==> config.mk <==
export PLATFORM = sky130hd
export DESIGN_NAME = attn_seq_ctrl_flat
export DESIGN_NICKNAME = d
export VERILOG_FILES = /design/src/rtl/attn_seq_ctrl_if.sv /design/src/rtl/attn_seq_ctrl.sv /design/src/flat_wrapper.sv
export SDC_FILE = /design/constraint.sdc
export NUM_CORES = 1
export LEC_CHECK = 0
export BUFFER_PORTS_ARGS = -buffer_cell sky130_fd_sc_hd__buf_2
export CORE_MARGIN = 1.5
export CORE_UTILIZATION = 54
export DETAILED_ROUTE_END_ITERATION = 16
export PLACE_DENSITY = 0.79
export SLEW_MARGIN = 20
export SYNTH_ARGS = -nofsm -noshare
export SYNTH_HDL_FRONTEND = slang
export SYNTH_SLANG_ARGS = --single-unit
==> constraint.sdc <==
create_clock -name clk -period 2.6 [get_ports clk]
set_input_delay 0.52 -clock clk [delete_from_list [all_inputs] [get_ports clk]]
set_output_delay 0.52 -clock clk [all_outputs]
set_load 0.02 [all_outputs]
==> src/rtl/attn_seq_ctrl_if.sv <==
// -----------------------------------------------------------------------------
// attn_seq_ctrl_if
// Handshake/status bundle between the attention-core sequencer and the core.
//
// Signals (direction seen from the sequencer, modport master):
//   start      in   begin a run (sampled only while idle)
//   q_full     in   Q SRAM full
//   k_full     in   K SRAM full
//   ld_done    in   all MAC columns finished loading
//   exec_done  in   execution complete
//   out_wr     in   OFIFO holds valid output
//   p_full     in   PMEM full
//   inst       out  instruction word, 12+2*ADDR_W bits
//   done       out  sequencer idle
//   busy       out  ~done
//   op_valid   out  PMEM readout data valid
//   err        out  sticky watchdog error
//   state_dbg  out  current FSM state encoding, for debug/checkers
//
// Flag semantics: every input flag is a level, sampled on the rising clock
// edge, and only honoured in the state that waits on it; there is no
// ready/acknowledge path back to the core.
// -----------------------------------------------------------------------------
interface attn_seq_ctrl_if #(
   parameter int ADDR_W = 4
);
   localparam int INST_W = 12 + 2 * ADDR_W;

   logic              start;
   logic              q_full;
   logic              k_full;
   logic              ld_done;
   logic              exec_done;
   logic              out_wr;
   logic              p_full;
   logic [INST_W-1:0] inst;
   logic              done;
   logic              busy;
   logic              op_valid;
   logic              err;
   logic [3:0]        state_dbg;

   modport master (
      input  start, q_full, k_full, ld_done, exec_done, out_wr, p_full,
      output inst, done, busy, op_valid, err, state_dbg
   );

   modport slave (
      output start, q_full, k_full, ld_done, exec_done, out_wr, p_full,
      input  inst, done, busy, op_valid, err, state_dbg
   );
endinterface

==> src/rtl/attn_seq_ctrl.sv <==
// -----------------------------------------------------------------------------
// attn_seq_ctrl
// Top-level sequencer for one attention core: Q write, K write, K load,
// execute, OFIFO drain to PMEM, per-row SFP normalisation, output readout.
// One registered instruction word is issued per clock.
//
// Ports:
//   clk    in  clock
//   reset  in  synchronous active-high reset (also aborts a run in progress)
//   bus    attn_seq_ctrl_if.master (start/flags in; inst/done/busy/op_valid/
//          err/state_dbg out)
//
// Instruction word: [0] pmem_wr [1] pmem_rd [2] kmem_wr [3] kmem_rd
//   [4] qmem_wr [5] qmem_rd [6] load [7] execute [8+:ADDR_W] pmem_add
//   [8+ADDR_W+:ADDR_W] qkmem_add; top four bits MSB first: sfp_wr, sfp_acc,
//   sfp_div, ofifo_rd.
//
// Optional feature: define ATTN_SEQ_CTRL_TIMEOUT_EN to enable a watchdog on
// K_LOAD, EXEC and OFIFO_HOLD that aborts to IDLE and sets a sticky err after
// TIMEOUT_CYC cycles in one of those states. Undefined: err is always 0.
//
// Timing: each edge decides the word for the current state/counter and the
// next state; the word appears on inst after that edge. On an edge where a
// terminating flag is seen the word is idle (K_LOAD keeps load=1), so the
// flag's effect is visible on the following cycle.
// -----------------------------------------------------------------------------
module attn_seq_ctrl #(
   parameter int ADDR_W        = 4,
   parameter int Q_ROWS        = 16,
   parameter int K_ROWS        = 8,
   parameter int P_ROWS        = 8,
   parameter int LOAD_HOLD_CYC = 4,
   parameter int SFP_GAP       = 2,
   parameter int TIMEOUT_CYC   = 1024
) (
   input  logic            clk,
   input  logic            reset,
   attn_seq_ctrl_if.master bus
);
   localparam int INST_W = 12 + 2 * ADDR_W;
   // Counter must reach K_ROWS (saturation marker) and LOAD_HOLD_CYC-1.
   localparam int CNT_W  = (ADDR_W + 1 > $clog2(LOAD_HOLD_CYC) + 1) ?
                           ADDR_W + 1 : $clog2(LOAD_HOLD_CYC) + 1;
   localparam int PH_W   = $clog2(SFP_GAP + 5);

   localparam int B_PWR = 0, B_PRD = 1, B_KWR = 2, B_KRD = 3;
   localparam int B_QWR = 4, B_QRD = 5, B_LOAD = 6, B_EXEC = 7;
   localparam int P_LSB = 8, QK_LSB = 8 + ADDR_W;
   localparam int B_OFRD = INST_W - 4, B_DIV = INST_W - 3;
   localparam int B_ACC  = INST_W - 2, B_SWR = INST_W - 1;

   typedef enum logic [3:0] {
      S_IDLE, S_Q_WRITE, S_K_WRITE, S_K_LOAD, S_LOAD_HOLD,
      S_EXEC, S_OFIFO_HOLD, S_PMEM_WRITE, S_SFP, S_GEN_OUTPUT
   } state_t;

   state_t              state_q, state_d;
   logic [CNT_W-1:0]    cnt_q, cnt_d;
   logic [PH_W-1:0]     ph_q, ph_d;
   logic [INST_W-1:0]   inst_q, inst_d;
   logic                gen_rd_q, gen_rd_d;
   logic                op_valid_q, done_q, busy_q, err_q;
   logic                tmo_hit;
   logic [ADDR_W-1:0]   row_add, held_add;

   assign row_add  = cnt_q[ADDR_W-1:0];
   // Last issued K read address; cnt==K_ROWS wraps to K_ROWS-1 here.
   assign held_add = cnt_q[ADDR_W-1:0] - ADDR_W'(cnt_q != '0);

`ifdef ATTN_SEQ_CTRL_TIMEOUT_EN
   localparam int TMO_W = $clog2(TIMEOUT_CYC + 1);
   logic [TMO_W-1:0] tmo_q;
   logic             tmo_state;

   assign tmo_state = (state_q == S_K_LOAD) || (state_q == S_EXEC) ||
                      (state_q == S_OFIFO_HOLD);
   assign tmo_hit   = tmo_state && (tmo_q == TMO_W'(TIMEOUT_CYC - 1));

   always_ff @(posedge clk) begin
      if (reset || (state_d != state_q) || !tmo_state) tmo_q <= '0;
      else                                               tmo_q <= tmo_q + 1'b1;
   end
`else
   assign tmo_hit = (TIMEOUT_CYC < 0);
`endif

   always_comb begin
      state_d  = state_q;
      cnt_d    = cnt_q;
      ph_d     = ph_q;
      inst_d   = '0;
      gen_rd_d = 1'b0;
      unique case (state_q)
         S_IDLE: if (bus.start) state_d = S_Q_WRITE;
         S_Q_WRITE: begin
            if (bus.q_full) state_d = S_K_WRITE;
            else begin
               inst_d[B_QWR] = 1'b1;
               inst_d[QK_LSB +: ADDR_W] = row_add;
               if (cnt_q == CNT_W'(Q_ROWS - 1)) state_d = S_K_WRITE;
               else                             cnt_d   = cnt_q + 1'b1;
            end
         end
         S_K_WRITE: begin
            if (bus.k_full) state_d = S_K_LOAD;
            else begin
               inst_d[B_KWR] = 1'b1;
               inst_d[QK_LSB +: ADDR_W] = row_add;
               if (cnt_q == CNT_W'(K_ROWS - 1)) state_d = S_K_LOAD;
               else                             cnt_d   = cnt_q + 1'b1;
            end
         end
         S_K_LOAD: begin
            inst_d[B_LOAD] = 1'b1;
            inst_d[QK_LSB +: ADDR_W] = held_add;
            if (bus.ld_done) state_d = S_LOAD_HOLD;
            else if (cnt_q < CNT_W'(K_ROWS)) begin
               inst_d[B_KRD] = 1'b1;
               inst_d[QK_LSB +: ADDR_W] = row_add;
               cnt_d = cnt_q + 1'b1;
            end
         end
         S_LOAD_HOLD: begin
            if (cnt_q == CNT_W'(LOAD_HOLD_CYC - 1)) state_d = S_EXEC;
            else                                    cnt_d   = cnt_q + 1'b1;
         end
         S_EXEC: begin
            if (bus.exec_done) state_d = S_OFIFO_HOLD;
            else begin
               inst_d[B_EXEC] = 1'b1;
               inst_d[B_QRD]  = 1'b1;
               inst_d[QK_LSB +: ADDR_W] = row_add;   // wraps with the counter
               cnt_d = cnt_q + 1'b1;
            end
         end
         S_OFIFO_HOLD: if (bus.out_wr) state_d = S_PMEM_WRITE;
         S_PMEM_WRITE: begin
            if (bus.p_full) state_d = S_SFP;
            else begin
               inst_d[B_OFRD] = 1'b1;
               inst_d[B_PWR]  = 1'b1;
               inst_d[P_LSB +: ADDR_W] = row_add;
               if (cnt_q == CNT_W'(P_ROWS - 1)) state_d = S_SFP;
               else                             cnt_d   = cnt_q + 1'b1;
            end
         end
         S_SFP: begin
            // Row r = cnt; ph walks RD, ACC, gap..., DIV, WR, HOLD.
            ph_d = ph_q + 1'b1;
            if (ph_q == '0) begin
               inst_d[B_PRD] = 1'b1;
               inst_d[P_LSB +: ADDR_W] = row_add;
            end else if (ph_q == PH_W'(1)) begin
               inst_d[B_ACC] = 1'b1;
            end else if (ph_q == PH_W'(SFP_GAP + 2)) begin
               inst_d[B_DIV] = 1'b1;
            end else if (ph_q == PH_W'(SFP_GAP + 3)) begin
               inst_d[B_PWR] = 1'b1;
               inst_d[B_SWR] = 1'b1;
               inst_d[P_LSB +: ADDR_W] = row_add;
            end else if (ph_q == PH_W'(SFP_GAP + 4)) begin
               inst_d[B_PWR] = 1'b1;
               inst_d[P_LSB +: ADDR_W] = row_add;
               ph_d = '0;
               if (cnt_q == CNT_W'(P_ROWS - 1)) state_d = S_GEN_OUTPUT;
               else                             cnt_d   = cnt_q + 1'b1;
            end
         end
         S_GEN_OUTPUT: begin
            inst_d[B_PRD] = 1'b1;
            inst_d[P_LSB +: ADDR_W] = row_add;
            gen_rd_d = 1'b1;
            if (cnt_q == CNT_W'(P_ROWS - 1)) state_d = S_IDLE;
            else                             cnt_d   = cnt_q + 1'b1;
         end
         default: state_d = S_IDLE;
      endcase

      if (tmo_hit) begin
         state_d  = S_IDLE;
         inst_d   = '0;
         gen_rd_d = 1'b0;
      end
      if (state_d != state_q) begin
         cnt_d = '0;
         ph_d  = '0;
      end
   end

   always_ff @(posedge clk) begin
      if (reset) begin
         state_q    <= S_IDLE;
         cnt_q      <= '0;
         ph_q       <= '0;
         inst_q     <= '0;
         gen_rd_q   <= 1'b0;
         op_valid_q <= 1'b0;
         done_q     <= 1'b1;
         busy_q     <= 1'b0;
         err_q      <= 1'b0;
      end else begin
         state_q    <= state_d;
         cnt_q      <= cnt_d;
         ph_q       <= ph_d;
         inst_q     <= inst_d;
         gen_rd_q   <= gen_rd_d;
         op_valid_q <= gen_rd_q;   // one-cycle PMEM read latency
         done_q     <= (state_d == S_IDLE);
         busy_q     <= (state_d != S_IDLE);
         err_q      <= err_q | tmo_hit;
      end
   end

   assign bus.inst      = inst_q;
   assign bus.done      = done_q;
   assign bus.busy      = busy_q;
   assign bus.op_valid  = op_valid_q;
   assign bus.err       = err_q;
   assign bus.state_dbg = state_q;
endmodule

==> src/flat_wrapper.sv <==
// flat-port wrapper written by rule: the top's interface ports become plain ports
module attn_seq_ctrl_flat 
#(
   parameter int ADDR_W        = 4,
   parameter int Q_ROWS        = 16,
   parameter int K_ROWS        = 8,
   parameter int P_ROWS        = 8,
   parameter int LOAD_HOLD_CYC = 4,
   parameter int SFP_GAP       = 2,
   parameter int TIMEOUT_CYC   = 1024
)
  (clk, reset, bus_start, bus_q_full, bus_k_full, bus_ld_done, bus_exec_done, bus_out_wr, bus_p_full, bus_inst, bus_done, bus_busy, bus_op_valid, bus_err, bus_state_dbg);
  attn_seq_ctrl_if #(.ADDR_W(ADDR_W)) bus_i ();
  input  logic clk;
  input  logic reset;
  input wire logic [$bits(bus_i.start)-1:0] bus_start;
  input wire logic [$bits(bus_i.q_full)-1:0] bus_q_full;
  input wire logic [$bits(bus_i.k_full)-1:0] bus_k_full;
  input wire logic [$bits(bus_i.ld_done)-1:0] bus_ld_done;
  input wire logic [$bits(bus_i.exec_done)-1:0] bus_exec_done;
  input wire logic [$bits(bus_i.out_wr)-1:0] bus_out_wr;
  input wire logic [$bits(bus_i.p_full)-1:0] bus_p_full;
  output wire logic [$bits(bus_i.inst)-1:0] bus_inst;
  output wire logic [$bits(bus_i.done)-1:0] bus_done;
  output wire logic [$bits(bus_i.busy)-1:0] bus_busy;
  output wire logic [$bits(bus_i.op_valid)-1:0] bus_op_valid;
  output wire logic [$bits(bus_i.err)-1:0] bus_err;
  output wire logic [$bits(bus_i.state_dbg)-1:0] bus_state_dbg;
  assign bus_i.start = bus_start;
  assign bus_i.q_full = bus_q_full;
  assign bus_i.k_full = bus_k_full;
  assign bus_i.ld_done = bus_ld_done;
  assign bus_i.exec_done = bus_exec_done;
  assign bus_i.out_wr = bus_out_wr;
  assign bus_i.p_full = bus_p_full;
  assign bus_inst = bus_i.inst;
  assign bus_done = bus_i.done;
  assign bus_busy = bus_i.busy;
  assign bus_op_valid = bus_i.op_valid;
  assign bus_err = bus_i.err;
  assign bus_state_dbg = bus_i.state_dbg;
  attn_seq_ctrl #(.ADDR_W(ADDR_W), .Q_ROWS(Q_ROWS), .K_ROWS(K_ROWS), .P_ROWS(P_ROWS), .LOAD_HOLD_CYC(LOAD_HOLD_CYC), .SFP_GAP(SFP_GAP), .TIMEOUT_CYC(TIMEOUT_CYC)) u_core (.clk(clk), .reset(reset), .bus(bus_i));
endmodule
[Word level (Yosys, flattened, before mapping)]
Index checks and enable logic that the tools add are counted.
Word-level totals
  flip-flop bits (word level): 36
  bits of input ports: 9
  output and inout port bits: 28
  word-level logic and storage cells: 140
Cells by class
  add/sub/neg operators: 3
  magnitude comparators: 1
  eq/ne operators: 30
  mux-type cells: 71
  bitwise operators: 5
  reduce and logical (&&, ||, !) cells: 15
Operator list (count)
  4-bit two-way mux: 29
  5-bit two-way mux: 14
  4-bit case mux with 10 select lines: 1
  5-bit case mux with 8 select lines: 1
  2-bit != test, second input constant: 11
  1-bit two-way mux: 17
  4-bit by 3-bit equality test with 1-bit output, second input constant: 4
  4-bit case mux with 4 select lines: 1
  3-bit two-way mux: 5
  14-bit AND reduction: 1
  4-bit case mux with 3 select lines: 1
  3-bit equality test, second input constant: 3
  4-bit by 2-bit equality test with 1-bit output, second input constant: 2
  4-bit equality test, second input constant: 2
  4-bit zero test: 2
  8-bit nonzero test: 1
  2-bit OR reduction: 4
  3-bit OR reduction: 2
  5-bit by 1-bit adder with 5-bit output, second input constant: 1
  5-bit by 2-bit equality test with 1-bit output, second input constant: 1
  5-bit by 3-bit equality test with 1-bit output, second input constant: 1
  5-bit by 4-bit equality test with 1-bit output, second input constant: 1
  5-bit by 4-bit less-than comparator with 1-bit output, second input constant: 1
  1-bit NOT: 5
  other kinds (12): 14

[Depth between registers and ports, before layout]
Gate-level depths: netlist of the first run.
  word-level depth: 10
  gate-level depth with buffers: 9
  gate-level depth less buffers: 9

[Worst setup path after synthesis of the first run]
OpenSTA, ideal clock, no wires.
  kind: reg2reg
  start: register u_core.ph_q[0]
  end: register u_core.cnt_q[1]
  library setup time: 0.127 ns
  arrival: 1.964 ns
  data required time: 2.473 ns
  slack: 0.508 ns
  cell stages (with the launch flop): 9
  path buffers: 0
  period minus slack after synthesis: 2.092 ns
  path through: dfxtp_1 -> inv_1 -> ha_1 -> nand4bb_4 -> a2111oi_4 -> o22ai_2 -> nor3_2 -> mux2i_1 -> nor2_1
On the way
  cells in the longest elaborated chain, start to end: 9
  elaborated cells between the ends (all ways): 19
  those cells by class: 10 x eq/ne; 6 x mux; 3 x reduce/logical
RTL lines
  from (decl): RTL line attn_seq_ctrl.sv:59  | logic [PH_W-1:0] ph_q, ph_d;
  from (signal assigned): RTL line attn_seq_ctrl.sv:204  | ph_q <= ph_d;
  3-bit equality test: RTL line attn_seq_ctrl.sv:161  | end else if (ph_q == PH_W'(SFP_GAP + 4)) begin
  4-bit two-way mux: RTL line attn_seq_ctrl.sv:161
  4-bit two-way mux: RTL line attn_seq_ctrl.sv:157  | end else if (ph_q == PH_W'(SFP_GAP + 3)) begin
  4-bit two-way mux: RTL line attn_seq_ctrl.sv:155  | end else if (ph_q == PH_W'(SFP_GAP + 2)) begin
  4-bit two-way mux: RTL line attn_seq_ctrl.sv:153  | end else if (ph_q == PH_W'(1)) begin
  4-bit two-way mux: RTL line attn_seq_ctrl.sv:150  | if (ph_q == '0) begin
  4-bit case mux with 10 select lines: RTL line attn_seq_ctrl.sv:93  | unique case (state_q)
  4-bit != test: RTL line attn_seq_ctrl.sv:184  | if (state_d != state_q) begin
  2-bit OR reduction (no line)
  to (signal assigned): RTL line attn_seq_ctrl.sv:203  | cnt_q <= cnt_d;
  to (decl): RTL line attn_seq_ctrl.sv:58  | logic [CNT_W-1:0] cnt_q, cnt_d;
Parallel ways exist; a longest one is shown, timed or not.
A chain may end at the register's enable or synchronous reset.

[Worst setup path in the final report of the first run]
  start: register u_core.cnt_q[0]
  end: register u_core.cnt_q[1]
On the way
  cells in the longest elaborated chain, start to end: 10
  elaborated cells between the ends (all ways): 41
  those cells by class: 1 x add/sub; 1 x order compare; 7 x eq/ne; 30 x mux; 2 x reduce/logical
RTL lines
  5-bit by 3-bit equality test with 1-bit output
  4-bit two-way mux: RTL line attn_seq_ctrl.sv:165  | if (cnt_q == CNT_W'(P_ROWS - 1)) state_d = S_GEN_OUTPUT;
  4-bit two-way mux: RTL line attn_seq_ctrl.sv:161
  4-bit two-way mux: RTL line attn_seq_ctrl.sv:157
  4-bit two-way mux: RTL line attn_seq_ctrl.sv:155
  4-bit two-way mux: RTL line attn_seq_ctrl.sv:153
  4-bit two-way mux: RTL line attn_seq_ctrl.sv:150
  4-bit case mux with 10 select lines: RTL line attn_seq_ctrl.sv:93
  4-bit != test: RTL line attn_seq_ctrl.sv:184
  2-bit OR reduction (no line)
Parallel ways exist; a longest one is shown, timed or not. The select of a mux whose other input is x is not followed.

==> results of run 1 <==
worst reg2reg max path, delay by kind of cell, from the launching register on:
kind / cells / cell delay [ns]
AO/OA/AOI/OAI: 1 / 0.11
adder cells (fa/ha/maj): 2 / 0.50
flip-flops: 1 / 0.38
multiplexers: 1 / 0.23
AND/OR/NAND/NOR: 5 / 1.06
state kept, by name, summed over array words and instances (netlist names):
signal	count
u_core.bus.inst	19
u_core.bus.busy	1
u_core.cnt_q	5
u_core.bus.done	1
u_core.bus.state_dbg	4
u_core.bus.op_valid	1
u_core.gen_rd_q	1
u_core.ph_q	3
per-stage QoR:
step	instance area (um2)	util	setup WS (ns)	std cells	hold slack [ns]
CTS	2118	0.6772	0.2399	296	0.3767
finish	2118	0.6772	0.1991	296	0.3757
floorplan	1832	-	0.5084	217	0.4138
global route	2118	0.6772	0.02378	296	0.3850
detailed placement	2032	0.6496	0.2774	288	0.4297
global placement	2032	0.6496	0.3690	288	0.4158
per-layer routing:
metal	share of wire	GRT usage
met5	0	0
met4	0.019	0.09317
met3	0.087	0.06933
met1	0.46	0.3484
met2	0.44	0.3343
cell families (layout without fill, tap and decap cells):
group                    after synthesis  count (layout)  synth area share
flip-flops                            35              35            0.3825
multiplexers                           1               1          0.005465
buffers and inverters                 26              61           0.06147
AO/OA/AOI/OAI                         45              45            0.1837
other                                  1               1          0.002047
XOR/XNOR                               3               3           0.01435
AND/OR/NAND/NOR                       97              97            0.2889
adder cells (fa/ha/maj)                9               9           0.06148
worst max path at each step:
stage                          from         endpoint  slack [ns]  depth (start not counted)
global route        u_core.cnt_q[0]  u_core.cnt_q[1]        0.02                          9
CTS                 u_core.cnt_q[0]  u_core.cnt_q[1]        0.24                          9
finish              u_core.cnt_q[0]  u_core.cnt_q[1]        0.20                          9
floorplan            u_core.ph_q[0]  u_core.cnt_q[1]        0.51                          8
global placement     u_core.ph_q[0]  u_core.cnt_q[1]        0.37                          8
detailed placement  u_core.cnt_q[0]  u_core.cnt_q[1]        0.28                          9
power groups by stage:
stage	Clock [uW]	Sequential (uW)	Combinational [uW]
3_3_place_gp	0	574	142
3_5_place_dp	0	574	146
5_1_grt	440	565	163
2_1_floorplan	0	578	99.6
4_1_cts	416	562	147
6_report	409	562	149
layout make-up:
type	count	area, um2
Inverter	14	52.55
Timing Repair Buffer	39	205.2
Clock inverter	2	35.03
Fill cell	263	1010
Tap cell	44	55.05
Clock buffer	6	51.30
Sequential cell	35	700.7
Multi-Input combinational cell	156	1018
placed cells by master, fill, tap and decap left out, types with 3 or more instances in the layout:
cell type	count
a21oi_1	10
a31oi_1	3
and2_1	5
buf_2	35
buf_4	4
clkbuf_4	5
dfxtp_1	35
ha_1	9
inv_1	13
nand2_1	14
nand2b_1	3
nand3_1	5
nor2_1	33
nor2b_1	3
nor3_1	7
nor3b_1	4
nor4_1	6
o21ai_0	9
or3_1	3
xnor2_1	3
==> impl_metrics.yaml, run 1 <==
run_status:
  status: "complete, no violations"
finish:
  drive_gt1_frac: 0.2341
  final_net_count: 269
  antennaDiodeCount: 0
  syn2layout_area_growth_pct: 15.64
timing:
  slew_headroom: 0.6091
  rsz0062_at_grt: "no"
  clock_skew_ns: 0.007093
  max_freq_mhz: 416.5
  tns_ns: 0
  fin_crit_sh: 0.9234
  period_needed_ns: 2.401
  worst_pin_slew_ns: 0.5715
  finalSetupViolCount: 0
  finalHoldViolCount: 0
  slew_viol_final: 0
clock_tree:
  cts.sinks: 35
  post_cts_resized: 0
  cts_tree: "yes"
  clock-root-buffer: "clkbuf_4"
  clk_pin_slew_ns: 0.11
  worstSkewPairLatency_ns: 0.34
  hold_buffers: 0
  cts_buffers: 5
  clockBufferDepth: 2
  htree_levels: 2
  post_cts.repair.setup_buffers: 0
setup_path:
  critPathRequiredTime_ns: 2.83
  slowest_delay_ns: 0.38
  path_cells: "ha_1, and3_1, ha_1, nor4b_1, or4_1, o21ai_1, nor3_2, mux2i_1, nor2_1"
  crit_path_start_kind: "register"
  rr_worst_depth: 9
  critPathBufInv: 0
  crit_type: "register to register"
  rrSetupSlack_ns: 0.20
  regToRegEndpoint: "u_core.cnt_q[1]"
  critical_path.max_fanout: 6
  crit_path_frequent_cell: "ha_1"
  path_delay_family: "simple AND/OR/NAND/NOR gates"
  reg2reg_from: "u_core.cnt_q[0]"
  arrival_ns: 2.63
  end_kind: "register"
  cp_slowest_cell: "dfxtp_1"
power_and_ir_drop:
  swShare: 0.2584
  p_leak_uw: 0.0008798
  comb_power_share: 0.133
  pwr-share-clk: 0.365
  power.internal_uw: 831.0
  seqPwrFrac: 0.502
  net-switching-power_uw: 289.5
  power.total_uw: 1120
  irDropWorstVdd_v: 0.0003521
  pwr_density_cell_nw_per_um2: 529.0
synthesis:
  postSynth.asyncResetShare: 0
  synth_nets: 235
  yosysMostFrequentCell: "dfxtp_1"
  synth_edf_count: 0
  synth_cells: 217
  avgSynthCellArea_um2: 8.441
  yosysTopAreaCell: "dfxtp_1"
  seq_area_frac_synth: 0.3825
  synth_cell_types: 52
  ys_top_cells_by_count: "dfxtp_1 (35), nor2_1 (33), nand2_1 (14)"
  ys_top_cells_by_area: "dfxtp_1 (38%), nor2_1 (6.8%), ha_1 (6.1%)"
  synthFlopType: "dfxtp_1"
  yosys_register_bits: 35
  ys_warn_count: 0
  synth_area_um2: 1832
  synth.top_cell.area_share: 0.3825
die:
  core_area_um2: 3128
  dieArea_um2: 3750
  ios: 37
  floorplan.die.height_um: 61.24
  start_util: 0.5856
  die_w_um: 61.24
  rows: 20
drt:
  wl_per_cell_um: 13.37
  vias: 1642
  drt_iter0_drc: 107
  routed_wl_mm: 3.957
  ant_nets: 0
  drcViolationCount: 0
  drt-vias-per-instance: 5.547
  first_pass_iters: 4
worst_hold_path:
  hold-path-endpoint: "u_core.bus.inst[2]"
  hold_path_class: "input pin to register"
  hp-start: "bus_k_full"
  whs_path_depth: 2
placed_design:
  io_buffer_count: 35
  dp_hpwl_mm: 2.887
  place.gp.congestion: 0.9208
global_route:
  grt_pass1_vias: 1417
  grt_pass1_wl_mm: 6.617
  antenna_found_initial: 0
  grt_overflow: 0
  grt_start_max_net_pins: 20
  grt_use_total: 0.2403
job:
  maxCapViolations: 0
No activity file was read; power rests on OpenSTA's default activity.
==> run 2: changes to the inputs <==
- CORE_UTILIZATION: 54 -> 56
- CTS_BUF_LIST: not set -> sky130_fd_sc_hd__clkbuf_4
- PLACE_DENSITY: 0.79 -> 0.81
==> run 2 against run 1 <==
  * Clock skew increased by 0.0080 ns
  * Sequential share of layout area about the same
  * Non-clock buffer count increased by 1
  * Largest power group unchanged
  * Critical endpoint is now u_core.bus.done
  * Largest cell class unchanged
==> impl_metrics.yaml, run 2 (synthesized netlist as in run 1, its figures left out) <==
global_route:
  grt_use_total: 0.2582
  antenna_found_initial: 0
  grt_pass1_vias: 1448
  grt_overflow: 0
  grt_pass1_wl_mm: 6.886
  grt_start_max_net_pins: 21
setup_path:
  rrSetupSlack_ns: 0.20
  rr_worst_depth: 7
  arrival_ns: 2.66
  end_kind: "register"
  critPathRequiredTime_ns: 2.86
  critical_path.max_fanout: 12
  crit_path_start_kind: "register"
  crit_type: "register to register"
timing:
  tns_ns: 0
  period_needed_ns: 2.400
  rsz0062_at_grt: "no"
  finalSetupViolCount: 0
  fin_crit_sh: 0.9230
  clock_skew_ns: 0.01508
  worst_pin_slew_ns: 0.7579
  max_freq_mhz: 416.7
  slew_headroom: 0.4817
  finalHoldViolCount: 0
  slew_viol_final: 0
  fin_ws_ns: 0.2001
drt:
  vias: 1690
  wl_per_cell_um: 13.81
  drcViolationCount: 0
  drt_iter0_drc: 80
  ant_nets: 0
  first_pass_iters: 4
  drt-vias-per-instance: 5.690
  routed_wl_mm: 4.101
placed_design:
  place_ws_ns: 0.3050
  place.gp.congestion: 0.8979
  dp_hpwl_mm: 2.862
  io_buffer_count: 35
die:
  rows: 20
  core_area_um2: 3078
  die_w_um: 60.19
  start_util: 0.5951
  ios: 37
  floorplan.die.height_um: 60.19
  dieArea_um2: 3623
clock_tree:
  hold_buffers: 0
  post_cts_resized: 0
  clockBufferDepth: 2
  worstSkewPairLatency_ns: 0.35
  cts.sinks: 35
  cts_buffers: 5
  clock-root-buffer: "clkbuf_4"
  cts_tree: "yes"
  post_cts.repair.setup_buffers: 0
  htree_levels: 2
  clk_pin_slew_ns: 0.11
power_and_ir_drop:
  p_leak_uw: 0.0008796
  pwr_density_cell_nw_per_um2: 515.6
  irDropWorstVdd_v: 0.0003321
finish:
  layout_common_cells: "buf_2 (35), dfxtp_1 (35), nor2_1 (33)"
  antennaDiodeCount: 0
  syn2layout_area_growth_pct: 15.51
  largest_reg_flops: 19
  drive_gt1_frac: 0.2332
  final_net_count: 270
worst_hold_path:
  whs_path_depth: 2
  hold_path_class: "input pin to register"
job:
  maxCapViolations: 0
run_status:
  status: "complete, no violations"
[run 2: critical path, cell delays in order, from the launching register on]
cell	delay, ns
dfxtp_1	0.57
and3_1	0.22
ha_1	0.21
nor3_1	0.06
a2111oi_0	0.66
a311oi_1	0.15
and2_1	0.22
a31o_1	0.21
[run 2: worst paths after layout]
path / startpoint / to
max: u_core.cnt_q[2] / u_core.bus.done
min: bus_k_full / u_core.bus.inst[2]
max reg2reg: u_core.cnt_q[2] / u_core.bus.done
min reg2reg: u_core.gen_rd_q / u_core.bus.op_valid
[run 2: cell type report]
class | instances | area [um2]
tap | 44 | 55.05
timing repair buffer | 40 | 212.7
clock buffer | 5 | 37.54
sequential | 35 | 700.7
inverter | 14 | 52.55
multi-input combinational | 156 | 1018
clock inverter | 3 | 38.79
fill | 256 | 962.2
[run 2: routing by layer]
| layer | GRT usage | vias to the layer above | wire length (um) |
|---|---|---|---|
| met5 | 0 | - | 0 |
| met4 | 0.1175 | 0 | 85 |
| met3 | 0.07359 | 10 | 359 |
| li1 | - | 836 | - |
| met1 | 0.3409 | 753 | 1850 |
| met2 | 0.3882 | 91 | 1806 |
[run 2: power by group]
part,switching (uW),internal (uW)
Combinational,97.7,58.4
Sequential,10.6,547
Clock,180,197
Total,288,803
[run 2: per-stage QoR]
step	instances	hold WS, ns	util	power [uW]	area [um2]
floorplan	217	0.4138	-	677.6	1832
global placement	289	0.4186	0.6626	717.1	2039
detailed placement	289	0.4351	0.6626	720.5	2039
CTS	297	0.3788	0.6874	1095	2116
global route	297	0.3817	0.6874	1136	2116
finish	297	0.3929	0.6874	1091	2116
